### config.mk
export PLATFORM = sky130hd
export DESIGN_NAME = mem_arbiter_flat
export DESIGN_NICKNAME = d
export VERILOG_FILES = /design/src/rtl/mem_arbiter_if.sv /design/src/rtl/mem_arbiter.sv /design/src/flat_wrapper.sv
export SDC_FILE = /design/constraint.sdc
export NUM_CORES = 1
export LEC_CHECK = 0
export CORE_AREA = 2 2 117 119
export DETAILED_ROUTE_END_ITERATION = 10
export DIE_AREA = 0 0 119 121
export PLACE_DENSITY = 0.75
export SYNTH_ARGS = -nofsm -noshare
export SYNTH_HDL_FRONTEND = slang
export SYNTH_SLANG_ARGS = --single-unit
### constraint.sdc
create_clock -name clk -period 3.3 [get_ports clk]
set_input_delay 0.99 -clock clk [delete_from_list [all_inputs] [get_ports clk]]
set_output_delay 0.99 -clock clk [all_outputs]
set_load 0.02 [all_outputs]
### src/rtl/mem_arbiter_if.sv
// Request/response/memory bundle for mem_arbiter.
// slave  : the arbiter side (takes requests, drives memory strobes).
// master : the environment side (requesters plus the synchronous-read memory).
interface mem_arbiter_if;
  logic        cpu_req;
  logic        cpu_we;
  logic [31:0] cpu_addr;
  logic [31:0] cpu_wdata;
  logic [31:0] cpu_rdata;
  logic        cpu_done;
  logic        cpu_stall;

  logic        dbg_req;
  logic        dbg_we;
  logic [31:0] dbg_addr;
  logic [31:0] dbg_wdata;
  logic [31:0] dbg_rdata;
  logic        dbg_done;

  logic        err;

  logic        mem_en;
  logic        mem_we;
  logic [31:0] mem_addr;
  logic [31:0] mem_wdata;
  logic [31:0] mem_rdata;

  logic        owner;
  logic [1:0]  state;

  modport slave (
    input  cpu_req, cpu_we, cpu_addr, cpu_wdata,
    output cpu_rdata, cpu_done, cpu_stall,
    input  dbg_req, dbg_we, dbg_addr, dbg_wdata,
    output dbg_rdata, dbg_done,
    output err,
    output mem_en, mem_we, mem_addr, mem_wdata,
    input  mem_rdata,
    output owner, state
  );

  modport master (
    output cpu_req, cpu_we, cpu_addr, cpu_wdata,
    input  cpu_rdata, cpu_done, cpu_stall,
    output dbg_req, dbg_we, dbg_addr, dbg_wdata,
    input  dbg_rdata, dbg_done,
    input  err,
    input  mem_en, mem_we, mem_addr, mem_wdata,
    output mem_rdata,
    input  owner, state
  );
endinterface

### src/rtl/mem_arbiter.sv
// mem_arbiter: shares one synchronous-read memory port between the CPU and a
// debug/loader port. Each access is IDLE (arbitrate) -> ACC (strobe) -> RESP
// (deliver), so at most one access every three cycles. The CPU wins ties
// unless debug has lost STARVE_LIMIT arbitrations in a row.
module mem_arbiter #(
  parameter int STARVE_LIMIT = 4
) (
  input  logic         clk,
  input  logic         reset,
  mem_arbiter_if.slave bus
);
  // +2 keeps the width non-zero even for STARVE_LIMIT = 0
  localparam int            CW    = $clog2(STARVE_LIMIT + 2);
  localparam logic [CW-1:0] LIMIT = CW'(STARVE_LIMIT);

  typedef enum logic [1:0] {
    IDLE = 2'd0,
    ACC  = 2'd1,
    RESP = 2'd2
  } state_t;

  state_t        state_q, state_d;
  logic          owner_q;     // 0 = CPU, 1 = debug
  logic          lat_we;      // latched write qualifier of the in-flight access
  logic          lat_mis;     // latched misalignment of the in-flight access
  logic [CW-1:0] starve_cnt;  // debug arbitrations lost in a row

  logic          any_req;
  logic          dbg_win;
  logic          arb;
  logic          grant_we;
  logic          grant_mis;
  logic [31:0]   grant_addr;
  logic [31:0]   grant_wdata;
  logic          in_resp;
  logic [31:0]   rd_val;

  // Arbitration: pick the winner and mux its request fields
  always_comb begin
    any_req     = bus.cpu_req | bus.dbg_req;
    dbg_win     = bus.dbg_req & (~bus.cpu_req | (starve_cnt == LIMIT));
    arb         = (state_q == IDLE) & any_req;
    grant_we    = dbg_win ? bus.dbg_we    : bus.cpu_we;
    grant_addr  = dbg_win ? bus.dbg_addr  : bus.cpu_addr;
    grant_wdata = dbg_win ? bus.dbg_wdata : bus.cpu_wdata;
    grant_mis   = (grant_addr[1:0] != 2'b00);
  end

  // State register
  always_ff @(posedge clk or posedge reset) begin
    if (reset) state_q <= IDLE;
    else       state_q <= state_d;
  end

  // Next state: RESP always returns to IDLE so a held request is not re-counted
  always_comb begin
    state_d = IDLE;
    case (state_q)
      IDLE:    state_d = any_req ? ACC : IDLE;
      ACC:     state_d = RESP;
      RESP:    state_d = IDLE;
      default: state_d = IDLE;
    endcase
  end

  // Grant latch, starvation counter and registered memory strobes.
  // The strobes are loaded on the arbitration edge so they are high exactly
  // during ACC; a misaligned access never raises mem_en.
  always_ff @(posedge clk or posedge reset) begin
    if (reset) begin
      owner_q       <= 1'b0;
      lat_we        <= 1'b0;
      lat_mis       <= 1'b0;
      starve_cnt    <= '0;
      bus.mem_en    <= 1'b0;
      bus.mem_we    <= 1'b0;
      bus.mem_addr  <= '0;
      bus.mem_wdata <= '0;
    end else if (arb) begin
      owner_q       <= dbg_win;
      lat_we        <= grant_we;
      lat_mis       <= grant_mis;
      bus.mem_en    <= ~grant_mis;
      bus.mem_we    <= ~grant_mis & grant_we;
      bus.mem_addr  <= grant_addr;
      bus.mem_wdata <= grant_wdata;
      if (dbg_win)
        starve_cnt <= '0;
      else if (bus.dbg_req && (starve_cnt != LIMIT))
        starve_cnt <= starve_cnt + CW'(1);
    end else begin
      bus.mem_en <= 1'b0;
      bus.mem_we <= 1'b0;
    end
  end

  // Response steering: only the owner sees done/rdata, and only in RESP
  always_comb begin
    in_resp       = (state_q == RESP);
    rd_val        = (lat_we | lat_mis) ? 32'd0 : bus.mem_rdata;
    bus.cpu_done  = in_resp & ~owner_q;
    bus.dbg_done  = in_resp &  owner_q;
    bus.cpu_rdata = bus.cpu_done ? rd_val : 32'd0;
    bus.dbg_rdata = bus.dbg_done ? rd_val : 32'd0;
    bus.err       = in_resp & lat_mis;
    bus.cpu_stall = bus.cpu_req & ~bus.cpu_done;
    bus.owner     = owner_q;
    bus.state     = state_q;
  end
endmodule

### src/flat_wrapper.sv
// flat-port wrapper written by rule: the top's interface ports become plain ports
module mem_arbiter_flat 
#(
  parameter int STARVE_LIMIT = 4
)
  (clk, reset, bus_cpu_req, bus_cpu_we, bus_cpu_addr, bus_cpu_wdata, bus_cpu_rdata, bus_cpu_done, bus_cpu_stall, bus_dbg_req, bus_dbg_we, bus_dbg_addr, bus_dbg_wdata, bus_dbg_rdata, bus_dbg_done, bus_err, bus_mem_en, bus_mem_we, bus_mem_addr, bus_mem_wdata, bus_mem_rdata, bus_owner, bus_state);
  mem_arbiter_if bus_i ();
  input  logic clk;
  input  logic reset;
  input wire logic [$bits(bus_i.cpu_req)-1:0] bus_cpu_req;
  input wire logic [$bits(bus_i.cpu_we)-1:0] bus_cpu_we;
  input wire logic [$bits(bus_i.cpu_addr)-1:0] bus_cpu_addr;
  input wire logic [$bits(bus_i.cpu_wdata)-1:0] bus_cpu_wdata;
  output wire logic [$bits(bus_i.cpu_rdata)-1:0] bus_cpu_rdata;
  output wire logic [$bits(bus_i.cpu_done)-1:0] bus_cpu_done;
  output wire logic [$bits(bus_i.cpu_stall)-1:0] bus_cpu_stall;
  input wire logic [$bits(bus_i.dbg_req)-1:0] bus_dbg_req;
  input wire logic [$bits(bus_i.dbg_we)-1:0] bus_dbg_we;
  input wire logic [$bits(bus_i.dbg_addr)-1:0] bus_dbg_addr;
  input wire logic [$bits(bus_i.dbg_wdata)-1:0] bus_dbg_wdata;
  output wire logic [$bits(bus_i.dbg_rdata)-1:0] bus_dbg_rdata;
  output wire logic [$bits(bus_i.dbg_done)-1:0] bus_dbg_done;
  output wire logic [$bits(bus_i.err)-1:0] bus_err;
  output wire logic [$bits(bus_i.mem_en)-1:0] bus_mem_en;
  output wire logic [$bits(bus_i.mem_we)-1:0] bus_mem_we;
  output wire logic [$bits(bus_i.mem_addr)-1:0] bus_mem_addr;
  output wire logic [$bits(bus_i.mem_wdata)-1:0] bus_mem_wdata;
  input wire logic [$bits(bus_i.mem_rdata)-1:0] bus_mem_rdata;
  output wire logic [$bits(bus_i.owner)-1:0] bus_owner;
  output wire logic [$bits(bus_i.state)-1:0] bus_state;
  assign bus_i.cpu_req = bus_cpu_req;
  assign bus_i.cpu_we = bus_cpu_we;
  assign bus_i.cpu_addr = bus_cpu_addr;
  assign bus_i.cpu_wdata = bus_cpu_wdata;
  assign bus_cpu_rdata = bus_i.cpu_rdata;
  assign bus_cpu_done = bus_i.cpu_done;
  assign bus_cpu_stall = bus_i.cpu_stall;
  assign bus_i.dbg_req = bus_dbg_req;
  assign bus_i.dbg_we = bus_dbg_we;
  assign bus_i.dbg_addr = bus_dbg_addr;
  assign bus_i.dbg_wdata = bus_dbg_wdata;
  assign bus_dbg_rdata = bus_i.dbg_rdata;
  assign bus_dbg_done = bus_i.dbg_done;
  assign bus_err = bus_i.err;
  assign bus_mem_en = bus_i.mem_en;
  assign bus_mem_we = bus_i.mem_we;
  assign bus_mem_addr = bus_i.mem_addr;
  assign bus_mem_wdata = bus_i.mem_wdata;
  assign bus_i.mem_rdata = bus_mem_rdata;
  assign bus_owner = bus_i.owner;
  assign bus_state = bus_i.state;
  mem_arbiter #(.STARVE_LIMIT(STARVE_LIMIT)) u_core (.clk(clk), .reset(reset), .bus(bus_i));
endmodule
After elaboration in Yosys (flattened, before gate mapping)

Cells that the tools add are included.

Register bits: 74

Equal/unequal tests: 4
Bitwise operators: 14
Multiplexer cells: 12
Reductions and logical operators: 5
$add $sub $neg: 1

Operators by type and width:

| operator            | count |
|---|---|
| $mux 32             | 5 |
| $and 1x1->1         | 7 |
| $mux 3              | 2 |
| $mux 1              | 4 |
| $not 1->1           | 4 |
| $pmux 2 s2          | 1 |
| $reduce_bool 2->1   | 2 |
| $add 3x1->3 const B | 1 |
| $eq 3x3->1 const B  | 1 |
| $ne 3x3->1 const B  | 1 |
| $or 1x1->1          | 3 |
| $eq 2x1->1 const B  | 1 |
| $eq 2x2->1 const B  | 1 |
| $logic_not 2->1     | 1 |
| $reduce_and 2->1    | 1 |
| $logic_and 1x1->1   | 1 |

Logic depth before layout (Yosys ltp)

Depth after elaboration: 8
Gate-level depth with buffers: 8

Worst setup path before layout

Ideal clock, no wire load.

Kind: flip-flop to output port
From: register u_core.state_q[0] (netlist: u_core.bus.state[0])
To: output port bus_dbg_rdata[22]
Data arrival time: 1.494 ns
Data required time: 2.310 ns
Buffers on the path: 1
Stages on the path, launching flop included: 4
Path slack: 0.816 ns
Cell sequence: dfrtp_1 and3b_1 clkbuf_1 and3_1

Word-level cells in the longest chain between the ends: 3

Ends and longest elaborated chain:

| what                     | RTL line           | source |
|---|---|---|
| start: declaration       | mem_arbiter.sv:22  | `state_t state_q, state_d;` |
| start signal: assignment | mem_arbiter.sv:52  | `else state_q <= state_d;` |
| $eq 2x2->1               | mem_arbiter.sv:99  | `in_resp = (state_q == RESP);` |
| $and 1x1->1              | mem_arbiter.sv:102 | `bus.dbg_done = in_resp & owner_q;` |
| via bus_dbg_done         | flat_wrapper.sv:22 | `output wire logic [$bits(bus_i.dbg_done)-1:0] bus_dbg_done;` |
| $mux 32                  | mem_arbiter.sv:104 | `bus.dbg_rdata = bus.dbg_done ? rd_val : 32'd0;` |
| end: declaration         | flat_wrapper.sv:21 | `output wire logic [$bits(bus_i.dbg_rdata)-1:0] bus_dbg_rdata;` |

The timed path passes the listed nets, and every way through them passes these cells.

Final worst setup path

From: input port bus_cpu_req
To: output port bus_cpu_stall

Word-level cells in the longest chain between the ends: 1

Ends and longest elaborated chain:

| what               | RTL line           | source |
|---|---|---|
| start: declaration | flat_wrapper.sv:10 | `input wire logic [$bits(bus_i.cpu_req)-1:0] bus_cpu_req;` |
| $and 1x1->1        | mem_arbiter.sv:106 | `bus.cpu_stall = bus.cpu_req & ~bus.cpu_done;` |
| end: declaration   | flat_wrapper.sv:16 | `output wire logic [$bits(bus_i.cpu_stall)-1:0] bus_cpu_stall;` |

Every way passes these cells.

==> metrics.txt <==
Post-Syn Area=approximately 0.0044 mm²; die area=around 0.014 mm²; largest net degree at the start of global routing=65; Tmin final=3.26 ns; P_leak=around 0.0031 µW; Worst Path Arrival=~2.3 ns; Post-CTS Resized=0; Max Cap Viol=0; required time worst endpoint=~2.3 ns; Hold Path End=u_core.bus.mem_addr[26]; met3 GRT Util=under 10%; Seq pwr share=between 20 and 30%; worst vdd ir=roughly 0.00042 V; actual slew at the worst max-slew pin=0.911 ns; Unique masters post-synth=32; post-synth top area share=42.1%; Net Sw Power=2660 µW; I/O pin count=303; placed cell area=roughly 0.0075 mm²; hold_sp=u_core.bus.mem_addr[26]; Slowest Stage Delay on Critical Path=~0.63 ns; Sw Ratio=42.0%; Reg-to-Reg End=u_core.bus.mem_wdata[12]; ys flop type=dfrtp_1; ANT cells=0; later-pin clock latency in the skew report=0.33 ns; remaining global-route overflow=0; CP max-delay cell=clkdlybuf4s50_1; ys async rst share=100%; first-pass GRT wire length=~28,000 µm; total track usage=24.2%; Hold Fails Final Rpt=0; Reg clk slew, reported paths=approximately 0.06 ns; DRC violations left=0; CP dominant cell by count=clkdlybuf4s50_1; Starting Density=between 30% and 40%; Horiz. Die Dim=about 120 µm; post-detail-place hpwl=between 10,000 and 15,000 µm; grt met1 use=between 20% and 30%; Cells after Synth=508; Gate power share=roughly 56%; Die Y=121 µm; Syn Nets=around 680; footprint of the multi-input gates=0.00222 mm²; PortBufs=around 300; drt first pass iters=7; cell-internal power=between 3000 and 4000 µW; wire length per cell=18.9 µm; FP Rows=42; synthesis-stage register bit count=between 70 and 80; Pwr Total=~6300 µW; CTS tree=yes; initial antenna violation count=0; Setup Skew=approximately 0.010 ns; fillcell total=roughly 1,100; postcts setup bufs=0; post-synthesis sequential area ratio=42.1%; clk sinks=74; CP Cell Sequence=clkdlybuf4s50_1 > nor2b_1 > clkdlybuf4s50_1; H-Tree Depth=3; hold path cells=2; setup violation total in the final timing report=0; global routing's busiest layer=met2; fraction of final layout cells sized beyond drive strength 1=under 10%; leading post-synthesis cells by cell area=dfrtp_1 42%, o211ai_1 11%, and3_1 9.3%; Num CTS Buffers=9; Core Region=approximately 0.013 mm²; clock network power share=between 15 and 20%; vias in the first global route=5,237; DP Worst Slack=0.0150 ns; most common cell in the synthesized netlist=dfrtp_1; Fmax=between 0.3 and 0.4 GHz; crit end category=output pin; RSZ-0062 raised after global routing=no; PwrDens=between 800 and 900 mW/mm²; Total Neg Setup Slack=0 ns; crit path launch type=input pin; Post-Route WL=18,000 µm; WS Path Type=input pin to output pin; fin worst setup slack=roughly 0.042 ns; reg2reg path depth=6; area leader, netlist=dfrtp_1; CTS Hold Bufs=0; HP Class=flop to flop; fin crit share=just under 100%; commonest cells in the netlist=74 x dfrtp_1, 66 x nand3_1, 65 x and3_1, 65 x nand4_1, 64 x o211ai_1; Slew HR=about two fifths; FF+latch area=between 0.0015 and 0.002 mm²; Util after Layout=about three fifths; minimum setup slack among reg-to-reg paths=1.16 ns; fin area=slightly below 0.008 mm²; M2 GR Usage=between 40% and 50%; Yosys Warn Count=0; Post-layout nets=940; status=finished, final reports clean; Post-synth EDFFs=0; CTS max path bufs=2; worst-path fanout max=2; synthesis-to-layout area growth=79.0%; vias per inst=around 5.6; Mean Syn Cell Area=slightly below 9 µm²; Routability Congestion=0.836; Routed Antenna Nets=0; reg2reg start=u_core.starve_cnt[0]; clock root buffer=clkbuf_16; initial DRC count=around 450; fin. max-slew vios=0; vias after detailed routing=about 5,400
==> cell families after synthesis <==
family / synth area share, %
AO/OA/AOI/OAI: 20.8
adder cells (fa/ha/maj): 0.569
buffers and inverters: 7.80
flip-flops: 42.1
AND/OR/NAND/NOR: 28.7
==> placed cells by master (no fill, tap or decap), types with 4 or more instances in the layout <==
cell type        Yosys  routed
inv_1                5       4
clkdlybuf4s50_1      0     301
nand3_1             66      66
dfrtp_1             74      74
o21ai_0             28      28
clkbuf_16            0       9
buf_4                2      16
and3_1              65      65
o211ai_1            64      64
nand4_1             65      65
o21ai_1             40      40
==> critical path, delay by kind of cell <==
| kind | cells | cell delay [ns] |
|---|---|---|
| buf+inv | 2 | 1.11 |
| simple gates | 1 | 0.18 |
==> worst max path at each step <==
stage,start,end,slack (ns),cells after the start
floorplan,reset,u_core.bus.mem_addr[0],0.43,1
global placement,bus_cpu_req,bus_cpu_stall,0.03,3
detailed placement,bus_cpu_req,bus_cpu_stall,0.02,3
CTS,bus_cpu_req,bus_cpu_stall,0.01,3
global route,bus_cpu_req,bus_cpu_stall,0.007,3
finish,bus_cpu_req,bus_cpu_stall,0.04,3
==> state kept, by name, indices dropped and copies added (netlist names) <==
register,count
u_core.lat_we,1
u_core.lat_mis,1
u_core.starve_cnt,3
u_core.bus.owner,1
u_core.bus.mem_we,1
u_core.bus.state,2
u_core.bus.mem_en,1
u_core.bus.mem_wdata,32
u_core.bus.mem_addr,32
==> power groups by stage <==
stage	sequential, µW	clock, µW	combinational, µW
after floorplan	2090	0	1530
after global placement	1610	0	3510
after detailed placement	1630	0	3590
after CTS	1620	1160	3600
after global routing	1670	1200	3860
final	1620	1140	3580
==> metal layers <==
| layer | vias to the layer above | routed length (µm) | part of all wire, % |
|---|---|---|---|
| met5 | - | 0 | 0 |
| met4 | 0 | 336 | 1.9 |
| met3 | 23 | 1470 | 8.1 |
| met2 | 275 | 9010 | 50 |
| met1 | 2577 | 7220 | 40 |
| li1 | 2486 | - | - |
==> area by class of cell <==
| class | count | share of cell area, % |
|---|---|---|
| multi-input combinational | 360 | 28.2 |
| clock buffer | 12 | 3.13 |
| tap | 176 | 2.80 |
| timing repair buffer | 322 | 40.8 |
| sequential | 74 | 23.5 |
| inverter | 5 | 0.239 |
| clock inverter | 4 | 1.26 |
==> per-stage QoR <==
step | std cells | hold WS [ns]
global route | 953 | 0.538
CTS | 953 | 0.515
floorplan | 508 | 0.457
detailed placement | 937 | 0.501
global placement | 937 | 0.494
finish | 953 | 0.513
No activity file was read; power rests on OpenSTA's default activity.
==> RTL change (config.mk and constraints unchanged) <==
`STARVE_LIMIT` is set to 4 in 2 places; all go to 8.
--- a/src/rtl/mem_arbiter.sv
+++ b/src/rtl/mem_arbiter.sv
@@ -3,7 +3,7 @@
 // (deliver), so at most one access every three cycles. The CPU wins ties
 // unless debug has lost STARVE_LIMIT arbitrations in a row.
 module mem_arbiter #(
-  parameter int STARVE_LIMIT = 4
+  parameter int STARVE_LIMIT = 8
 ) (
   input  logic         clk,
   input  logic         reset,
--- a/src/flat_wrapper.sv
+++ b/src/flat_wrapper.sv
@@ -1,7 +1,7 @@
 // flat-port wrapper written by rule: the top's interface ports become plain ports
 module mem_arbiter_flat 
 #(
-  parameter int STARVE_LIMIT = 4
+  parameter int STARVE_LIMIT = 8
 )
   (clk, reset, bus_cpu_req, bus_cpu_we, bus_cpu_addr, bus_cpu_wdata, bus_cpu_rdata, bus_cpu_done, bus_cpu_stall, bus_dbg_req, bus_dbg_we, bus_dbg_addr, bus_dbg_wdata, bus_dbg_rdata, bus_dbg_done, bus_err, bus_mem_en, bus_mem_we, bus_mem_addr, bus_mem_wdata, bus_mem_rdata, bus_owner, bus_state);
   mem_arbiter_if bus_i ();
Check against the original RTL: no difference found for any inputs over 10 cycles, from zero or initial values and one cycle with reset high; that may be too few to reach the edited logic, so the function may still have changed.
==> RTL change against the unedited design <==
Wire length down 0.56%. Global-route usage down 0.57 points. Worst setup slack worse by 0.029 ns. Cell count up 0.63%. Via count unchanged. Power down 3.7%. Hold slack better by 0.012 ns. Sequential cell count up 1. Final area up 0.29%. Synthesized area up 1.3%. Critical path type unchanged. Critical endpoint is now bus_cpu_rdata[31].
==> RTL change: results (changes against the unedited design) <==
outcome: "complete, no violations"
yosysSeqAreaShare: 0.4217  # about the same
route.met3.wl_mm: 1.412  # -3.9%
grt_max_degree: 88  # +35%
routabilityCongestion: 0.9143  # +9.3%
syn_inst: 520  # +2.4%
groute.usage.overall: 0.2361  # -0.005691
endpoint_arrival_time_on_the_critical_path_ns: 2.30  # +0.03 ns
post_synth_num_cell_types: 36  # +13%
drt-initial-drc-count: 503  # +12%
drtPass1Iterations: 5  # -2
clock_skew_ns: 0.01296  # +0.002578 ns
p_per_area_mw_per_mm2: 774.8  # -3.9%
post_synth_mux_area_share: 0.002530  # +0.002530
gr-usage-met3: 0.04934  # -0.008929
irDropWorstVdd_mv: 0.4640  # +11%
num-fill-cells: 1115  # -2.2%
finalNetCount: 946  # +0.64%
synth-adder-area-share: 0.005623  # -0.00007205
drt_met1_wl_mm: 7.828  # +8.4%
grt_pass1_vias: 5108  # -2.5%
regToRegEndpoint: "u_core.bus.mem_addr[29]"
post_route_cells_drive_above_1_share: 0.05619  # -0.003008
via_per_inst: 5.590  # -0.63%
shortest_clock_period_the_worst_path_allows_after_layout_ns: 3.287  # +0.02935 ns
ctsResizeCount: 2  # +2
worst_setup_path_startpoint: "bus_mem_rdata[31]"
place_ws_ns: -0.01858  # -0.03360 ns
worst-r2r-setup-slack_ns: 1.22  # +0.06 ns
grtUsageMet2: 0.3818  # -0.04203
synth_top_cells_by_count: "75 x dfrtp_1, 67 x nand4_1, 66 x nand3_1, 66 x o211ai_1, 66 x o21ai_0"
routed-wl-met2_mm: 8.517  # -5.5%
p_leak_uw: 0.003274  # +4.3%
RTL change: changes by cell type in the layout (fill, tap and decap cells not counted), sizes merged, moves of 2 or more:
cell,delta
a21oi,+2
a22o,-2
nor2b,-2
nand2,+3
dlygate4sd2,+2
buf,-4
inv,+2
nand4,+2
clkdlybuf4s50,-8
dlymetal6s2s,+6
a21boi,-2
o211ai,+2
RTL change: how the worst min path moves through the flow:
stage,start,end,slack [ns]
global route,u_core.bus.mem_addr[13],u_core.bus.mem_addr[13],0.56
CTS,u_core.bus.mem_wdata[1],u_core.bus.mem_wdata[1],0.53
floorplan,u_core.starve_cnt[1],u_core.starve_cnt[1],0.49
global placement,u_core.bus.mem_addr[10],u_core.bus.mem_addr[10],0.51
finish,u_core.bus.mem_wdata[1],u_core.bus.mem_wdata[1],0.53
detailed placement,u_core.bus.mem_wdata[1],u_core.bus.mem_wdata[1],0.52
RTL change: stage by stage:
| stage | TNS, ns | util |
|---|---|---|
| 4_1_cts | 0 | 0.6015 |
| 2_1_floorplan | 0 | - |
| 5_1_grt | -0.003229 | 0.6028 |
| 6_report | 0 | 0.6028 |
| 3_5_place_dp | -0.02008 | 0.5755 |
| 3_3_place_gp | -0.01123 | 0.5755 |
RTL change: report_power, final:
group / internal (uW) / switching [uW]
logic: 1470 / 1920
clock network: 757 / 363
registers: 1350 / 249
total: 3580 / 2530
RTL change: area by class of cell:
cell class              instances  area share
repair buffers                318      0.4010
multi-input cells             367      0.2862
flip-flops and latches         75      0.2381
clock buffers                  11     0.03077
well taps                     176     0.02792
clock inverters                 5     0.01269
inverters                       7    0.003331
RTL change: tightest hold or removal path, delay by kind of cell (launching register included):
kind	cells	cell delay, ns
flops	1	0.33
compound gates	2	0.16
